===== src/rtl/gfx_pkg.sv =====
// gfx_pkg: shared definitions for the graphics command scheduler.
//   - command field widths and the 70-bit command layout
//     {opcode, tl_x, tl_y, br_x, br_y, arg, rom_addr} (opcode is the MSB)
//   - screen limits used to reject out-of-range rectangles
//   - FSM state encoding
package gfx_pkg;
  localparam int OP_W  = 1;
  localparam int X_W   = 10;
  localparam int Y_W   = 9;
  localparam int ARG_W = 12;
  localparam int ROM_W = 19;
  localparam int CMD_W = OP_W + 2*X_W + 2*Y_W + ARG_W + ROM_W;  // 70

  // Bit offsets (LSB) of each field inside the packed command word.
  localparam int ROM_LSB = 0;
  localparam int ARG_LSB = ROM_LSB + ROM_W;   // 19
  localparam int BRY_LSB = ARG_LSB + ARG_W;   // 31
  localparam int BRX_LSB = BRY_LSB + Y_W;     // 40
  localparam int TLY_LSB = BRX_LSB + X_W;     // 50
  localparam int TLX_LSB = TLY_LSB + Y_W;     // 59
  localparam int OP_LSB  = TLX_LSB + X_W;     // 69

  localparam int MAX_X = 639;
  localparam int MAX_Y = 479;

  typedef struct packed {
    logic             op;
    logic [X_W-1:0]   tl_x;
    logic [Y_W-1:0]   tl_y;
    logic [X_W-1:0]   br_x;
    logic [Y_W-1:0]   br_y;
    logic [ARG_W-1:0] arg;
    logic [ROM_W-1:0] rom_addr;
  } gfx_cmd_t;

  typedef enum logic [1:0] {
    ST_IDLE = 2'd0,
    ST_RUN  = 2'd1,
    ST_GAP  = 2'd2
  } gfx_state_e;

  // A rectangle is usable only if it is non-inverted and fits on screen.
  function automatic logic cmd_in_bounds(input gfx_cmd_t c);
    return (c.tl_x <= c.br_x) && (c.tl_y <= c.br_y) &&
           (c.br_x <= X_W'(MAX_X)) && (c.br_y <= Y_W'(MAX_Y));
  endfunction
endpackage


===== src/rtl/gfx_cmd_fifo.sv =====
// gfx_cmd_fifo: synchronous FIFO, DEPTH entries (power of two) of WIDTH bits.
//   clk, rst_n      : clock, async active-low reset (pointers/count only)
//   push, din       : write (ignored when full)
//   pop             : read/discard head (ignored when empty)
//   dout            : head entry, valid while !empty (show-ahead)
//   count           : occupancy 0..DEPTH
//   full, empty     : occupancy flags
module gfx_cmd_fifo #(
  parameter int DEPTH = 4,
  parameter int WIDTH = 70,
  localparam int AW   = $clog2(DEPTH),
  localparam int CW   = AW + 1
) (
  input  logic             clk,
  input  logic             rst_n,
  input  logic             push,
  input  logic [WIDTH-1:0] din,
  input  logic             pop,
  output logic [WIDTH-1:0] dout,
  output logic [CW-1:0]    count,
  output logic             full,
  output logic             empty
);
  logic [WIDTH-1:0] mem_q [DEPTH];
  logic [AW-1:0]    wr_ptr_q, wr_ptr_d, rd_ptr_q, rd_ptr_d;
  logic [CW-1:0]    count_q, count_d;
  logic             do_push, do_pop;

  assign full    = (count_q == CW'(DEPTH));
  assign empty   = (count_q == '0);
  assign do_push = push && !full;
  assign do_pop  = pop && !empty;
  assign dout    = mem_q[rd_ptr_q];
  assign count   = count_q;

  // Pointers are exactly AW bits wide, so they wrap modulo DEPTH for free.
  always_comb begin
    wr_ptr_d = wr_ptr_q + AW'(do_push);
    rd_ptr_d = rd_ptr_q + AW'(do_pop);
    count_d  = count_q + CW'(do_push) - CW'(do_pop);
  end

  always_ff @(posedge clk or negedge rst_n) begin
    if (!rst_n) begin
      wr_ptr_q <= '0;
      rd_ptr_q <= '0;
      count_q  <= '0;
    end else begin
      wr_ptr_q <= wr_ptr_d;
      rd_ptr_q <= rd_ptr_d;
      count_q  <= count_d;
    end
  end

  // Storage needs no reset: an entry is only read after it has been written.
  always_ff @(posedge clk) begin
    if (do_push) mem_q[wr_ptr_q] <= din;
  end
endmodule


===== src/rtl/gfx_scheduler.sv =====
// gfx_scheduler: two-requester round-robin command queue feeding a
// graphics processor one command at a time.
//   clk, rst_n                  : clock, async active-low reset
//   reqN_valid/reqN_cmd/ready   : requester push ports (N = 0, 1)
//   gp_en, gp_*                 : command presented to the processor
//   gp_finish                   : processor done (level, honoured in RUN)
//   cmd_done / cmd_drop         : one-cycle completion / rejection pulses
//   fifo_count, idle            : status
module gfx_scheduler
  import gfx_pkg::*;
#(
  parameter int DEPTH = 4
) (
  input  logic             clk,
  input  logic             rst_n,
  input  logic             req0_valid,
  input  logic [CMD_W-1:0] req0_cmd,
  output logic             req0_ready,
  input  logic             req1_valid,
  input  logic [CMD_W-1:0] req1_cmd,
  output logic             req1_ready,
  output logic             gp_en,
  output logic             gp_opcode,
  output logic [X_W-1:0]   gp_tl_x,
  output logic [Y_W-1:0]   gp_tl_y,
  output logic [X_W-1:0]   gp_br_x,
  output logic [Y_W-1:0]   gp_br_y,
  output logic [ARG_W-1:0] gp_arg,
  output logic [ROM_W-1:0] gp_rom_addr,
  input  logic             gp_finish,
  output logic             cmd_done,
  output logic             cmd_drop,
  output logic [4:0]       fifo_count,
  output logic             idle
);
  localparam int CW = $clog2(DEPTH) + 1;

  logic [CMD_W-1:0] push_cmd, head_raw;
  logic [CW-1:0]    cnt;
  logic             full, empty, push, pop, grant1;
  gfx_cmd_t         head;
  gfx_state_e       state_q, state_d;
  gfx_cmd_t         gp_q, gp_d;
  logic             rr1_q, rr1_d;    // 1: requester 1 wins a tie next
  logic             drop_q, drop_d;

  gfx_cmd_fifo #(.DEPTH(DEPTH), .WIDTH(CMD_W)) u_fifo (
    .clk   (clk),
    .rst_n (rst_n),
    .push  (push),
    .din   (push_cmd),
    .pop   (pop),
    .dout  (head_raw),
    .count (cnt),
    .full  (full),
    .empty (empty)
  );

  assign head = gfx_cmd_t'(head_raw);

  // Push arbitration. Readiness depends on full only, not on a same-cycle
  // pop, so ready never has a combinational path from the FSM.
  always_comb begin
    grant1     = req1_valid && (!req0_valid || rr1_q);
    req0_ready = !full && req0_valid && !grant1;
    req1_ready = !full && req1_valid && grant1;
    push       = req0_ready || req1_ready;
    push_cmd   = grant1 ? req1_cmd : req0_cmd;
    rr1_d      = push ? !grant1 : rr1_q;
  end

  always_comb begin
    state_d = state_q;
    gp_d    = gp_q;
    drop_d  = 1'b0;
    pop     = 1'b0;
    case (state_q)
      ST_IDLE: begin
        if (!empty) begin
          pop = 1'b1;
          if (cmd_in_bounds(head)) begin
            gp_d    = head;
            state_d = ST_RUN;
          end else begin
            drop_d = 1'b1;
          end
        end
      end
      ST_RUN:  if (gp_finish) state_d = ST_GAP;
      ST_GAP:  state_d = ST_IDLE;
      default: state_d = ST_IDLE;
    endcase
  end

  always_ff @(posedge clk or negedge rst_n) begin
    if (!rst_n) begin
      state_q <= ST_IDLE;
      gp_q    <= '0;
      rr1_q   <= 1'b0;
      drop_q  <= 1'b0;
    end else begin
      state_q <= state_d;
      gp_q    <= gp_d;
      rr1_q   <= rr1_d;
      drop_q  <= drop_d;
    end
  end

  // Status decoded straight from the state flop so reset clears gp_en at once.
  assign gp_en       = (state_q == ST_RUN);
  assign cmd_done    = (state_q == ST_GAP);
  assign cmd_drop    = drop_q;
  assign idle        = (state_q == ST_IDLE) && empty;
  assign fifo_count  = 5'(cnt);
  assign gp_opcode   = gp_q.op;
  assign gp_tl_x     = gp_q.tl_x;
  assign gp_tl_y     = gp_q.tl_y;
  assign gp_br_x     = gp_q.br_x;
  assign gp_br_y     = gp_q.br_y;
  assign gp_arg      = gp_q.arg;
  assign gp_rom_addr = gp_q.rom_addr;
endmodule


===== config.mk =====
export PLATFORM = sky130hd
export DESIGN_NAME = gfx_scheduler
export DESIGN_NICKNAME = d
export VERILOG_FILES = /design/src/rtl/gfx_pkg.sv /design/src/rtl/gfx_cmd_fifo.sv /design/src/rtl/gfx_scheduler.sv
export SDC_FILE = /design/constraint.sdc
export NUM_CORES = 1
export LEC_CHECK = 0
export ABC_CLOCK_PERIOD_IN_PS = 11150
export CAP_MARGIN = 40
export CORE_ASPECT_RATIO = 0.8
export CORE_MARGIN = 2
export CORE_UTILIZATION = 58
export CTS_CLUSTER_DIAMETER = 200
export DETAILED_ROUTE_END_ITERATION = 8
export PLACE_DENSITY = 0.85
export SYNTH_ARGS = -nofsm -noshare
export SYNTH_HDL_FRONTEND = slang
export SYNTH_SLANG_ARGS = --single-unit

===== constraint.sdc =====
create_clock -name clk -period 11.15 [get_ports clk]
set_input_delay 2.23 -clock clk [delete_from_list [all_inputs] [get_ports clk]]
set_output_delay 2.23 -clock clk [all_outputs]
set_load 0.05 [all_outputs]

==> impl_metrics.ini <==
[yosys]
synth_cell_types = 41
synth_warnings = 0
seq_area_frac_synth = 0.711
ys.flop_type = edfxtp_1
ys_async_sr_fraction = 0.224
postSynthCellCount = 713
syn_avg_cell_area_um2 = 20.6
ys_ff_latch = 361
syn_area_um2 = 14700
synth-edff-count = 280

[sta]
fin_worst_skew_ns = 0.0241
worstMarginPinSlew_ns = 0.835
slew_headroom = 0.443
finalSetupTns_ns = 0
clock.fmax_mhz = 158
period_share = 0.569
rsz0062_at_grt = no
fin_crit_ns = 6.35
finalHoldViolCount = 0
drv_slew = 0
finalSetupViolations = 0

[drt]
routed_via_density = 5.77
via_count = 7536
drt-total-wl_mm = 29.8
detail-route-antenna-nets = 0
top_layer = met4
wl_met3_mm = 1.89
wl_met2_mm = 15.1
wire_per_inst_um = 22.8
firstDrtPassIters = 5
wl_met1_mm = 12.3
drc = 0
drt-initial-drc-count = 542

[hold_path]
hp-class = reg2reg
hold_depth = 1

[global_routing]
overflow = 0
grt_max_degree = 51
grt_pass1_vias = 8092
grt_use_total = 0.231
grt_pass1_wl_mm = 46.3
antenna_found_initial = 0

[finish]
nFillCells = 1432
final_area_um2 = 18500
final_layout_size_suffix_gt1_frac = 0.274
multi_input_area_um2 = 3990
layout.nets = 1125
syn2layout_area_growth_pct = 25.8
seq_area_um2 = 10400
antenna_cells = 0

[die]
design.core.area_um2 = 25100
rows = 52
start_util = 0.585
pin_count = 226
die-area_um2 = 26600
dieHeight_um = 146
die_w_um = 182

[critical_path]
critPathMaxFanout = 26
rr_worst_depth = 12
arrival_ns = 4.12
worst-endpoint-required_ns = 8.92
critPathKind = in2out
setup.worst_path.start_class = input port
endpoint_kind = output port

[outcome]
status = completed

[clocking]
post_cts_resize_count = 0
holdBufCountCts = 0
clk_pin_slew_worst_paths_ns = 0.06
post_cts_buffers = 0
cts_tree = done
cts-root-buf = clkbuf_16
cts.path.max_buffers = 3
cts_buffers = 35
insertion_delay_ns = 0.51
cts_sinks = 361
ctsHtreeMaxLevel = 2

[power]
switching_share = 0.360
p_int_uw = 3950
p_leak_uw = 0.00666
ir_drop_mv = 0.208
power_frac_clock = 0.195
seqPwrFrac = 0.365
cellPowerDensity_nw_per_um2 = 334
power.switching_uw = 2230
pwr-share-comb = 0.440

[run]
cap_violations = 0

[placement]
port_buffers = 223
place_area_um2 = 17300
gp_congestion = 0.699
dpl.hpwl_mm = 18.1
registers in the layout, summed over array words and instances, names as in the netlist:
signal and cells:
u_fifo.rd_ptr_q 2, rr1_q 1, u_fifo.wr_ptr_q 2, u_fifo.mem_q 280, u_fifo.count 3, state_q 2, gp_opcode 1, gp_br_x 10
gp_tl_x 10, gp_tl_y 9, gp_br_y 9, cmd_drop 1, gp_arg 12, gp_rom_addr 19
cell usage after synthesis, types with 4 or more instances:
library cell	count	area, µm²
dfrtp_1	81	2030
buf_6	9	101
mux4_2	65	1460
nand2_1	6	22.5
clkbuf_1	11	41.3
buf_1	8	30.0
a21oi_1	7	35.0
edfxtp_1	280	8410
mux2_2	103	1160
inv_1	27	101
mux4_1	5	131
a21o_1	4	30.0
mux2_4	29	435
nand4_1	4	25.0
nor2_1	8	30.0
ha_1	23	288
mux2_1	8	90.1
critical path: stages:
cell and delay [ns]:
clkdlybuf4s50_1 0.51, inv_1 0.09, o21ai_4 0.15, buf_4 0.34
a21oi_1 0.07, clkdlybuf4s50_1 0.71
path summary, 6_finish.rpt:
| kind | slack [ns] | from | end |
|---|---|---|---|
| max | 4.80 | req0_valid | req1_ready |
| min | 0.49 | gp_br_x[6] | gp_br_x[6] |
| max reg2reg | 5.44 | u_fifo.rd_ptr_q[0] | gp_br_y[4] |
| min reg2reg | 0.49 | gp_br_x[6] | gp_br_x[6] |
| max in group asynchronous | 8.29 | rst_n | u_fifo.rd_ptr_q[0] |
| min in group asynchronous | 1.72 | rst_n | gp_arg[3] |
cell type report:
| type | count | area share |
|---|---|---|
| inverter | 27 | 0.00549 |
| multi-input combinational | 294 | 0.216 |
| sequential | 361 | 0.565 |
| clock inverter | 9 | 0.00792 |
| timing repair buffer | 237 | 0.128 |
| tap | 324 | 0.0219 |
| clock buffer | 54 | 0.0557 |
through the flow:
stage / total power (µW) / utilization / hold slack [ns] / std cells / worst slack (ns)
floorplan: 4240 / - / 0.452 / 714 / 2.98
global placement: 4890 / 0.687 / 0.469 / 1241 / 4.83
detailed placement: 5000 / 0.689 / 0.482 / 1243 / 4.82
CTS: 6250 / 0.736 / 0.496 / 1306 / 4.80
global route: 6480 / 0.736 / 0.518 / 1306 / 4.74
finish: 6180 / 0.736 / 0.491 / 1306 / 4.80
cell usage in the layout, fill, tap and decap left out, types with 2 or more instances in the layout:
cell type,netlist,routed
nand3_1,2,2
nand2_1,6,6
mux2_2,103,103
clkinv_2,0,2
nor3_1,2,2
mux4_1,5,5
dfrtp_1,81,79
buf_4,2,13
a21o_1,4,4
clkbuf_1,11,13
a21oi_1,7,7
xor2_1,2,2
buf_12,0,2
inv_1,27,27
conb_1,1,2
nor2_1,8,6
clkbuf_8,0,4
mux2_1,8,8
nor2_4,0,2
bufinv_16,0,4
mux2_4,29,29
nor2b_1,2,2
edfxtp_1,280,280
clkdlybuf4s50_1,0,222
ha_1,23,23
mux4_2,65,65
dfrtp_4,0,2
xnor2_1,2,2
nand4_1,4,4
clkinv_1,0,2
clkbuf_16,0,37
o21ai_0,2,2
power groups by stage:
stage	Clock [µW]	Sequential [µW]	Combinational (µW)
floorplan	0	2670	1570
global placement	0	2250	2630
finish	1200	2250	2720
global route	1280	2300	2900
CTS	1230	2260	2760
detailed placement	0	2280	2720
kinds of logic after synthesis:
group | synth area share
adders and majority gates | 0.0210
and+or+nand+nor | 0.0119
xor gates and xnor gates | 0.00239
buffers and inverters | 0.0204
AOI/OAI and AO/OA | 0.00946
other | 0.000255
muxes | 0.224
DFF | 0.711
routing by layer:
metal  global-route usage  up-vias
met5                    0        -
met4               0.0649        0
met3               0.0409       40
met2                0.397      283
met1                0.310     3888
li1                     -     3325
(Power assumes the default switching activity.)
